### src/rtl/axi_lite_ic_pkg.sv
// Shared types and constants for the AXI4-Lite interconnect blocks.
package axi_lite_ic_pkg;

  localparam logic [1:0] RESP_OKAY   = 2'b00;
  localparam logic [1:0] RESP_SLVERR = 2'b10;
  localparam logic [1:0] RESP_DECERR = 2'b11;

  typedef enum logic [1:0] {W_IDLE, W_ADDR, W_RESP, W_ERR} wstate_e;
  typedef enum logic [1:0] {R_IDLE, R_ADDR, R_DATA, R_ERR} rstate_e;

  // Slave-index width; a single slave still needs one bit of index.
  function automatic int idx_w(input int n);
    return (n <= 1) ? 1 : $clog2(n);
  endfunction

endpackage

### src/rtl/axi_lite_addr_decode.sv
// Combinational base/mask address decoder; lowest-index hit wins.
module axi_lite_addr_decode
  import axi_lite_ic_pkg::*;
#(
  parameter int NUM_SLAVES = 4,
  parameter int ADDR_WIDTH = 32,
  parameter logic [NUM_SLAVES*ADDR_WIDTH-1:0] SLAVE_BASE = '0,
  parameter logic [NUM_SLAVES*ADDR_WIDTH-1:0] SLAVE_MASK = '0,
  parameter int IW = idx_w(NUM_SLAVES)
)(
  input  logic [ADDR_WIDTH-1:0] addr,
  output logic                  hit,
  output logic [IW-1:0]         idx
);

  // Scan downward so the lowest matching index is the one left standing.
  always_comb begin
    hit = 1'b0;
    idx = '0;
    for (int k = NUM_SLAVES - 1; k >= 0; k--) begin
      if ((addr & SLAVE_MASK[k*ADDR_WIDTH +: ADDR_WIDTH]) ==
          (SLAVE_BASE[k*ADDR_WIDTH +: ADDR_WIDTH] & SLAVE_MASK[k*ADDR_WIDTH +: ADDR_WIDTH])) begin
        hit = 1'b1;
        idx = k[IW-1:0];
      end
    end
  end

endmodule

### src/rtl/axi_lite_xbar_1ton.sv
// 1-master / N-slave AXI4-Lite interconnect with per-direction routing FSMs
// that lock the selected slave for the whole transaction.
module axi_lite_xbar_1ton
  import axi_lite_ic_pkg::*;
#(
  parameter int NUM_SLAVES = 4,
  parameter int ADDR_WIDTH = 32,
  parameter int DATA_WIDTH = 32,
  parameter logic [NUM_SLAVES*ADDR_WIDTH-1:0] SLAVE_BASE =
    {32'h0300_0000, 32'h0200_0000, 32'h0100_0000, 32'h0000_0000},
  parameter logic [NUM_SLAVES*ADDR_WIDTH-1:0] SLAVE_MASK = {4{32'hFF00_0000}}
)(
  input  logic                             clk,
  input  logic                             reset,
  input  logic                             i_m_axi_awvalid,
  output logic                             o_m_axi_awready,
  input  logic [ADDR_WIDTH-1:0]            i_m_axi_awaddr,
  input  logic [2:0]                       i_m_axi_awprot,
  input  logic                             i_m_axi_wvalid,
  output logic                             o_m_axi_wready,
  input  logic [DATA_WIDTH-1:0]            i_m_axi_wdata,
  input  logic [DATA_WIDTH/8-1:0]          i_m_axi_wstrb,
  output logic                             o_m_axi_bvalid,
  input  logic                             i_m_axi_bready,
  output logic [1:0]                       o_m_axi_bresp,
  input  logic                             i_m_axi_arvalid,
  output logic                             o_m_axi_arready,
  input  logic [ADDR_WIDTH-1:0]            i_m_axi_araddr,
  input  logic [2:0]                       i_m_axi_arprot,
  output logic                             o_m_axi_rvalid,
  input  logic                             i_m_axi_rready,
  output logic [DATA_WIDTH-1:0]            o_m_axi_rdata,
  output logic [1:0]                       o_m_axi_rresp,
  output logic [ADDR_WIDTH-1:0]            o_s_axi_awaddr,
  output logic [ADDR_WIDTH-1:0]            o_s_axi_araddr,
  output logic [2:0]                       o_s_axi_awprot,
  output logic [2:0]                       o_s_axi_arprot,
  output logic [DATA_WIDTH-1:0]            o_s_axi_wdata,
  output logic [DATA_WIDTH/8-1:0]          o_s_axi_wstrb,
  output logic [NUM_SLAVES-1:0]            o_s_axi_awvalid,
  output logic [NUM_SLAVES-1:0]            o_s_axi_wvalid,
  output logic [NUM_SLAVES-1:0]            o_s_axi_bready,
  output logic [NUM_SLAVES-1:0]            o_s_axi_arvalid,
  output logic [NUM_SLAVES-1:0]            o_s_axi_rready,
  input  logic [NUM_SLAVES-1:0]            i_s_axi_awready,
  input  logic [NUM_SLAVES-1:0]            i_s_axi_wready,
  input  logic [NUM_SLAVES-1:0]            i_s_axi_bvalid,
  input  logic [NUM_SLAVES-1:0]            i_s_axi_arready,
  input  logic [NUM_SLAVES-1:0]            i_s_axi_rvalid,
  input  logic [NUM_SLAVES*2-1:0]          i_s_axi_bresp,
  input  logic [NUM_SLAVES*2-1:0]          i_s_axi_rresp,
  input  logic [NUM_SLAVES*DATA_WIDTH-1:0] i_s_axi_rdata
);

  localparam int IW = idx_w(NUM_SLAVES);

  wstate_e w_state, w_state_nx;
  rstate_e r_state, r_state_nx;
  logic [IW-1:0] w_idx, r_idx, aw_dec_idx, ar_dec_idx;
  logic aw_dec_hit, ar_dec_hit;
  logic aw_done, w_done, ar_done;
  logic aw_hs, w_hs, ar_hs;
  logic [ADDR_WIDTH-1:0] aw_addr_q, ar_addr_q;
  logic [2:0] aw_prot_q, ar_prot_q;

  axi_lite_addr_decode #(.NUM_SLAVES(NUM_SLAVES), .ADDR_WIDTH(ADDR_WIDTH),
    .SLAVE_BASE(SLAVE_BASE), .SLAVE_MASK(SLAVE_MASK), .IW(IW))
    u_aw_dec (.addr(i_m_axi_awaddr), .hit(aw_dec_hit), .idx(aw_dec_idx));

  axi_lite_addr_decode #(.NUM_SLAVES(NUM_SLAVES), .ADDR_WIDTH(ADDR_WIDTH),
    .SLAVE_BASE(SLAVE_BASE), .SLAVE_MASK(SLAVE_MASK), .IW(IW))
    u_ar_dec (.addr(i_m_axi_araddr), .hit(ar_dec_hit), .idx(ar_dec_idx));

  assign o_s_axi_awaddr = aw_addr_q;
  assign o_s_axi_awprot = aw_prot_q;
  assign o_s_axi_araddr = ar_addr_q;
  assign o_s_axi_arprot = ar_prot_q;
  assign o_s_axi_wdata  = i_m_axi_wdata;
  assign o_s_axi_wstrb  = i_m_axi_wstrb;

  // Readies are zero in IDLE, so W arriving before AW is held off until decode.
  assign o_m_axi_awready = ~aw_done & ((w_state == W_ADDR) ? i_s_axi_awready[w_idx] : (w_state == W_ERR));
  assign o_m_axi_wready  = ~w_done  & ((w_state == W_ADDR) ? i_s_axi_wready[w_idx]  : (w_state == W_ERR));
  assign o_m_axi_arready = ~ar_done & ((r_state == R_ADDR) ? i_s_axi_arready[r_idx] : (r_state == R_ERR));
  assign aw_hs = i_m_axi_awvalid & o_m_axi_awready;
  assign w_hs  = i_m_axi_wvalid  & o_m_axi_wready;
  assign ar_hs = i_m_axi_arvalid & o_m_axi_arready;

  always_ff @(posedge clk or posedge reset) begin
    if (reset) begin
      w_state   <= W_IDLE;
      w_idx     <= '0;
      aw_addr_q <= '0;
      aw_prot_q <= '0;
      aw_done   <= 1'b0;
      w_done    <= 1'b0;
    end else begin
      w_state <= w_state_nx;
      if (w_state == W_IDLE) begin
        aw_done <= 1'b0;
        w_done  <= 1'b0;
        if (i_m_axi_awvalid) begin
          w_idx     <= aw_dec_idx;
          aw_addr_q <= i_m_axi_awaddr;
          aw_prot_q <= i_m_axi_awprot;
        end
      end else begin
        if (aw_hs) aw_done <= 1'b1;
        if (w_hs)  w_done  <= 1'b1;
      end
    end
  end

  always_comb begin
    w_state_nx      = w_state;
    o_m_axi_bvalid  = 1'b0;
    o_m_axi_bresp   = RESP_OKAY;
    o_s_axi_awvalid = '0;
    o_s_axi_wvalid  = '0;
    o_s_axi_bready  = '0;
    case (w_state)
      W_IDLE: if (i_m_axi_awvalid) w_state_nx = aw_dec_hit ? W_ADDR : W_ERR;
      W_ADDR: begin
        o_s_axi_awvalid[w_idx] = i_m_axi_awvalid & ~aw_done;
        o_s_axi_wvalid[w_idx]  = i_m_axi_wvalid & ~w_done;
        if ((aw_done | aw_hs) & (w_done | w_hs)) w_state_nx = W_RESP;
      end
      W_RESP: begin
        o_s_axi_bready[w_idx] = i_m_axi_bready;
        o_m_axi_bvalid = i_s_axi_bvalid[w_idx];
        if (i_s_axi_bvalid[w_idx]) begin
          o_m_axi_bresp = i_s_axi_bresp[2*32'(w_idx) +: 2];
          if (i_m_axi_bready) w_state_nx = W_IDLE;
        end
      end
      W_ERR: begin
        o_m_axi_bvalid = aw_done & w_done;
        if (aw_done & w_done) begin
          o_m_axi_bresp = RESP_DECERR;
          if (i_m_axi_bready) w_state_nx = W_IDLE;
        end
      end
      default: w_state_nx = W_IDLE;
    endcase
  end

  always_ff @(posedge clk or posedge reset) begin
    if (reset) begin
      r_state   <= R_IDLE;
      r_idx     <= '0;
      ar_addr_q <= '0;
      ar_prot_q <= '0;
      ar_done   <= 1'b0;
    end else begin
      r_state <= r_state_nx;
      if (r_state == R_IDLE) begin
        ar_done <= 1'b0;
        if (i_m_axi_arvalid) begin
          r_idx     <= ar_dec_idx;
          ar_addr_q <= i_m_axi_araddr;
          ar_prot_q <= i_m_axi_arprot;
        end
      end else if (ar_hs) begin
        ar_done <= 1'b1;
      end
    end
  end

  always_comb begin
    r_state_nx      = r_state;
    o_m_axi_rvalid  = 1'b0;
    o_m_axi_rresp   = RESP_OKAY;
    o_m_axi_rdata   = '0;
    o_s_axi_arvalid = '0;
    o_s_axi_rready  = '0;
    case (r_state)
      R_IDLE: if (i_m_axi_arvalid) r_state_nx = ar_dec_hit ? R_ADDR : R_ERR;
      R_ADDR: begin
        o_s_axi_arvalid[r_idx] = i_m_axi_arvalid & ~ar_done;
        if (ar_hs) r_state_nx = R_DATA;
      end
      R_DATA: begin
        o_s_axi_rready[r_idx] = i_m_axi_rready;
        o_m_axi_rvalid = i_s_axi_rvalid[r_idx];
        if (i_s_axi_rvalid[r_idx]) begin
          o_m_axi_rdata = i_s_axi_rdata[DATA_WIDTH*32'(r_idx) +: DATA_WIDTH];
          o_m_axi_rresp = i_s_axi_rresp[2*32'(r_idx) +: 2];
          if (i_m_axi_rready) r_state_nx = R_IDLE;
        end
      end
      R_ERR: begin
        o_m_axi_rvalid = ar_done;
        if (ar_done) begin
          o_m_axi_rresp = RESP_DECERR;
          if (i_m_axi_rready) r_state_nx = R_IDLE;
        end
      end
      default: r_state_nx = R_IDLE;
    endcase
  end

endmodule

### config.mk
export PLATFORM = sky130hd
export DESIGN_NAME = axi_lite_xbar_1ton
export DESIGN_NICKNAME = d
export VERILOG_FILES = /design/src/rtl/axi_lite_ic_pkg.sv /design/src/rtl/axi_lite_addr_decode.sv /design/src/rtl/axi_lite_xbar_1ton.sv
export SDC_FILE = /design/constraint.sdc
export NUM_CORES = 1
export LEC_CHECK = 0
export BUFFER_PORTS_ARGS = -buffer_cell sky130_fd_sc_hd__buf_2
export CORE_AREA = 2 2 170 172
export DETAILED_ROUTE_END_ITERATION = 8
export DIE_AREA = 0 0 172 174
export PLACE_DENSITY = 0.45
export REMOVE_ABC_BUFFERS = 1
export SLEW_MARGIN = 20
export SYNTH_ARGS = -nofsm -noshare
export SYNTH_HDL_FRONTEND = slang
export SYNTH_SLANG_ARGS = --single-unit
### constraint.sdc
create_clock -name clk -period 3.05 [get_ports clk]
set_input_delay 0.305 -clock clk [delete_from_list [all_inputs] [get_ports clk]]
set_output_delay 0.305 -clock clk [all_outputs]
set_load 0.005 [all_outputs]
# Word-level counts from Yosys, hierarchy flattened
# Cells that the tools add are included.
# classes
addsub	0
n_mul	0
div	0
order_cmp	4
n_eq_ne	20
shift	3
muxes	68
bitwise_logic	21
n_reduce_logical	13
# ops
cell	count
128-bit by 8-bit variable part select with 32-bit output	1
32-bit zero test	2
32-bit two-way mux	2
2-bit two-way mux	24
8-bit by 2-bit equality test with 1-bit output (second input constant)	4
1-bit two-way mux	24
4-bit AND	5
4-bit two-way mux	5
8-bit by 1-bit equality test with 1-bit output (second input constant)	2
2-bit one-hot mux with 4 select lines	2
8-bit by 4-bit variable part select with 2-bit output	2
2-bit != test (second input constant)	6
1-bit AND	11
1-bit binary-select mux with 2-bit select	5
2-bit equality test (second input constant)	4
2-bit one-hot mux with 2 select lines	2
4-bit AND reduction	2
2-bit by 3-bit < comparator with 1-bit output (second input constant)	2
2-bit nonzero test	3
1-bit demux with 2-bit select	2
2-bit by 1-bit equality test with 1-bit output (second input constant)	2
2-bit by 1-bit >= comparator with 1-bit output (second input constant)	2
2-bit zero test	2
2-bit by 1-bit != test with 1-bit output (second input constant)	2
5 further kinds	11
# word_totals
ff_bits	81
latchBits	0
mem_bits_rw	0
mem_bits_ro	0
inputBits	277
word_cells	140
n_memories	0

# Depth between registers and ports, before layout
# depth
depth_word	9
depth_mapped	7
depth_no_buf	4

# Hierarchy
# A second synthesis with hierarchy kept.
# hier_totals
hier_cells	393
hier_area_um2	4931.0
# by_module_without_submodules
module	n_inst	cells_per_inst	area_each_um2	seq_area_each_um2
axi_lite_xbar_1ton	1	385	4863.4	2026.9
axi_lite_addr_decode	2	4	33.8	0.0

# Worst setup path before layout
# OpenSTA, ideal clock, no wires.
# synth_timing
path_type	register -> output
start	register r_idx[0]
end	output o_m_axi_rdata[10]
t_arrival_ns	1.412
required_ns	2.745
slack_ns	1.333
path_stages_with_launch	5
cell_sequence	dfrtp_1 > buf_6 > buf_2 > mux4_2 > and3_1
# synth_via
elab_chain_cells	4
word_cells_on_any_way	5
# synth_lines
element	line_no	text
start, declared	axi_lite_xbar_1ton.sv:59	logic [IW-1:0] w_idx, r_idx, aw_dec_idx, ar_dec_idx;
start signal, assigned	axi_lite_xbar_1ton.sv:159	r_idx <= ar_dec_idx;
branches (longest 2 deep; another with 128-bit by 8-bit variable part select with 32-bit output)	--	
32-bit two-way mux (*)	axi_lite_xbar_1ton.sv:185	if (i_s_axi_rvalid[r_idx]) begin
32-bit two-way mux (*)	axi_lite_xbar_1ton.sv:176	case (r_state)
end, declared	axi_lite_xbar_1ton.sv:32	output logic [DATA_WIDTH-1:0] o_m_axi_rdata,
# Every way passes the cells marked *. The select of a mux whose other input is x is not followed.

# Worst setup path after layout
# layout_timing
start	register r_idx[0]
end	output o_m_axi_rvalid
# layout_via
elab_chain_cells	3
# layout_lines
element	line_no	text
1-bit binary-select mux with 2-bit select	axi_lite_xbar_1ton.sv:184	o_m_axi_rvalid = i_s_axi_rvalid[r_idx];
1-bit two-way mux (implied by the code)	axi_lite_xbar_1ton.sv:184	
1-bit one-hot mux with 2 select lines	axi_lite_xbar_1ton.sv:176	
end, declared	axi_lite_xbar_1ton.sv:30	output logic o_m_axi_rvalid,
# Every way passes these cells. The select of a mux whose other input is x is not followed.

==> run metrics <==
status=finished clean; Power Total=between 5 and 6 mW; Final period util=87.9%; CTS resizes=0; gr ovfl total=0; final setup vio count=0; vias in the first global route=4857; R2R depth=4; Cell Int Power=3.60 mW; first drt pass iteration count=4; Switching Power=1.94 mW; Final HPWL DP=17.9 mm; crit path max fanout=33; fmax=approximately 370 MHz; share of cells above drive strength 1=69.5%; via density per instance=4.16; Warnings, synthesis=0; Clock power frac=around a fifth; number of I/O pins=444; Mapped Avg Cell Area=12.2 sq um; sequential share of power=35.6%; Sink Count=81; critical path class=reg -> out; commonest non-fill, non-tap cell in the layout=buf_2; die area=0.0299 sq mm; Worst setup SP type=flip-flop; final wirelength=approximately 22 mm; first-pass GRT wire length=29.9 mm; max cap viols=0; pre-CTS setup slack=707 ps; fillers=3169; Critical Path End Type=output port; critical path data required time=2740 ps; most frequent cells in the layout=buf_2 (371), dfrtp_1 (79), mux2_2 (66); Final Skew=approximately 7.3 ps; Least-Margin Pin Slew=834 ps; endpoints failing hold=0; H-tree depth=3; initial DRC count=144; routability-driven placement congestion ratio=~0.76; Post-DRT Antenna Nets=0; Setup WS post-layout=369 ps; Min Clock Period, post-route=2680 ps; root buffer cell=clkbuf_16; flop2flop setup slack=roughly 910 ps; CORE AREA=0.0282 sq mm; initial antenna violation count=7; met3 routed WL=2.52 mm; Top Layer Used=met5; VDD IR-drop max=0.327 mV; row cnt=62; Area Overhead vs Synth=47.7%; cts hold-fix bufs=0; Critical Path AT=2380 ps; via count=between 4k and 5k; register area=0.00203 sq mm; clock slew at reported path FFs=70 ps; wire length on met1=7.49 mm; register bit total from synthesis=81; Starting Density=17.3%; post-CTS setup buffer count=0; Post-Syn Area=0.00490 sq mm; Die Wd=172 microns; RR Startpoint=r_idx[0]$_DFFE_PP0P_; final net count=roughly 1k; Top delay family on crit path=multiplexers; die height=174 microns; CP Cell Sequence=mux4_2, and2_4, o21a_1, buf_2; Num CTS Buffers=9; PortBufs=roughly 370; HP Class=in -> async; Rel. slew slack=44.4%; synth unique cells=32; sequential element share of the synthesized area=41.4%; met2 WL post-DR=11.2 mm; dominant cell type by area after synthesis=dfrtp_1; CTS max path bufs=2; PD cells=about 770 mW/mm^2; Multi-input gate area=~0.0024 sq mm; Worst path max stage delay=~830 ps; Sw Share=35.0%; Syn Inst Count=slightly above 400; Comb pwr share=43.6%; Worst-Skew Late Latency=around 340 ps; Total Routing Usage GR=13.7%; area share of the largest cell type after synthesis=41.4%; unrepaired setup endpoints after global routing=false; DRC viols=0; crit path buf inv count=1; largest net degree at the start of global routing=44; CTS tree=built; R2R Path End=r_state[1]$_DFFE_PP0P_; Static Leak=about 3.6 nW; wire per inst=19.5 microns; CP max stage cell=mux4_2; Synth area leaders=dfrtp_1 (41%), mux4_2 (18%), mux2_2 (15%); pins over their slew limit=0
## flip-flops by register name, summed over array words and instances (netlist names)
signal / count
o_s_axi_arprot: 3
ar_done: 1
w_done: 1
o_s_axi_awaddr: 32
r_state: 2
w_state: 2
aw_done: 1
o_s_axi_araddr: 32
o_s_axi_awprot: 3
w_idx: 2
r_idx: 2
## metrics by stage
stage | TNS [ps] | instances | utilization (%) | hold WS [ps] | instance area (sq um)
after floorplan | -24000 | 338 | - | 402 | 4490
after global placement | 0 | 1102 | 24.5 | 486 | 6920
after detailed placement | 0 | 1102 | 24.5 | 490 | 6920
after CTS | 0 | 1118 | 25.6 | 123 | 7220
after global routing | 0 | 1121 | 25.6 | 165 | 7230
final | 0 | 1121 | 25.6 | 92.4 | 7230
## per-layer routing
metal,vias up,global-route usage [%]
met5,-,3.01
met1,2243,13.2
li1,2098,-
met3,33,6.47
met2,283,24.6
met4,6,5.57
## cell usage after synthesis (all sizes together)
cell,number
nor4,2
a31oi,2
a221oi,2
buf,56
o22ai,4
nand3b,4
nand3,4
mux2i,3
a21oi,10
inv,14
clkbuf,9
nand2,19
nand2b,1
nor2b,8
dfrtp,81
nor2,21
o21ai,9
and3,32
mux4,40
a21boi,1
nor3,6
o221ai,1
and2,2
a22oi,1
o21a,3
nor3b,1
o2111ai,1
mux2,66
## final cells by class
cell class / count / area share, %
Clock inverter: 7 / 1.16
Inverter: 14 / 0.744
Antenna cell: 3 / 0.104
Tap cell: 384 / 6.64
Sequential cell: 81 / 28.1
Timing Repair Buffer: 380 / 26.8
Multi-Input combinational cell: 243 / 33.4
Clock buffer: 9 / 3.11
## how the worst max path moves through the flow
stage | from | to | slack [ps] | depth (start not counted)
floorplan | w_state[0]$_DFFE_PP0P_ | o_s_axi_awaddr[0]$_DFFE_PP0P_ | -650 | 2
global placement | r_idx[0]$_DFFE_PP0P_ | o_m_axi_rvalid | 710 | 4
detailed placement | r_idx[0]$_DFFE_PP0P_ | o_m_axi_rvalid | 710 | 4
CTS | r_idx[0]$_DFFE_PP0P_ | o_m_axi_rvalid | 310 | 4
global route | r_idx[0]$_DFFE_PP0P_ | o_m_axi_rvalid | 210 | 4
finish | r_idx[0]$_DFFE_PP0P_ | o_m_axi_rvalid | 370 | 4
## cell families after synthesis
| logic type | after synthesis | share of synthesized area [%] |
|---|---|---|
| AO/OA/AOI/OAI | 34 | 4.29 |
| buffers and inverters | 79 | 9.48 |
| flip-flops | 81 | 41.4 |
| multiplexers | 109 | 34.2 |
| AND/OR/NAND/NOR | 100 | 10.7 |
## power groups by stage
stage | clock network (mW) | registers, mW | logic [mW]
finish | 1.15 | 1.97 | 2.42
global route | 1.25 | 2.06 | 2.65
CTS | 1.21 | 1.98 | 2.48
detailed placement | 0 | 1.99 | 2.47
global placement | 0 | 1.98 | 2.47
floorplan | 0 | 2.03 | 1.20
(Power assumes the default switching activity.)
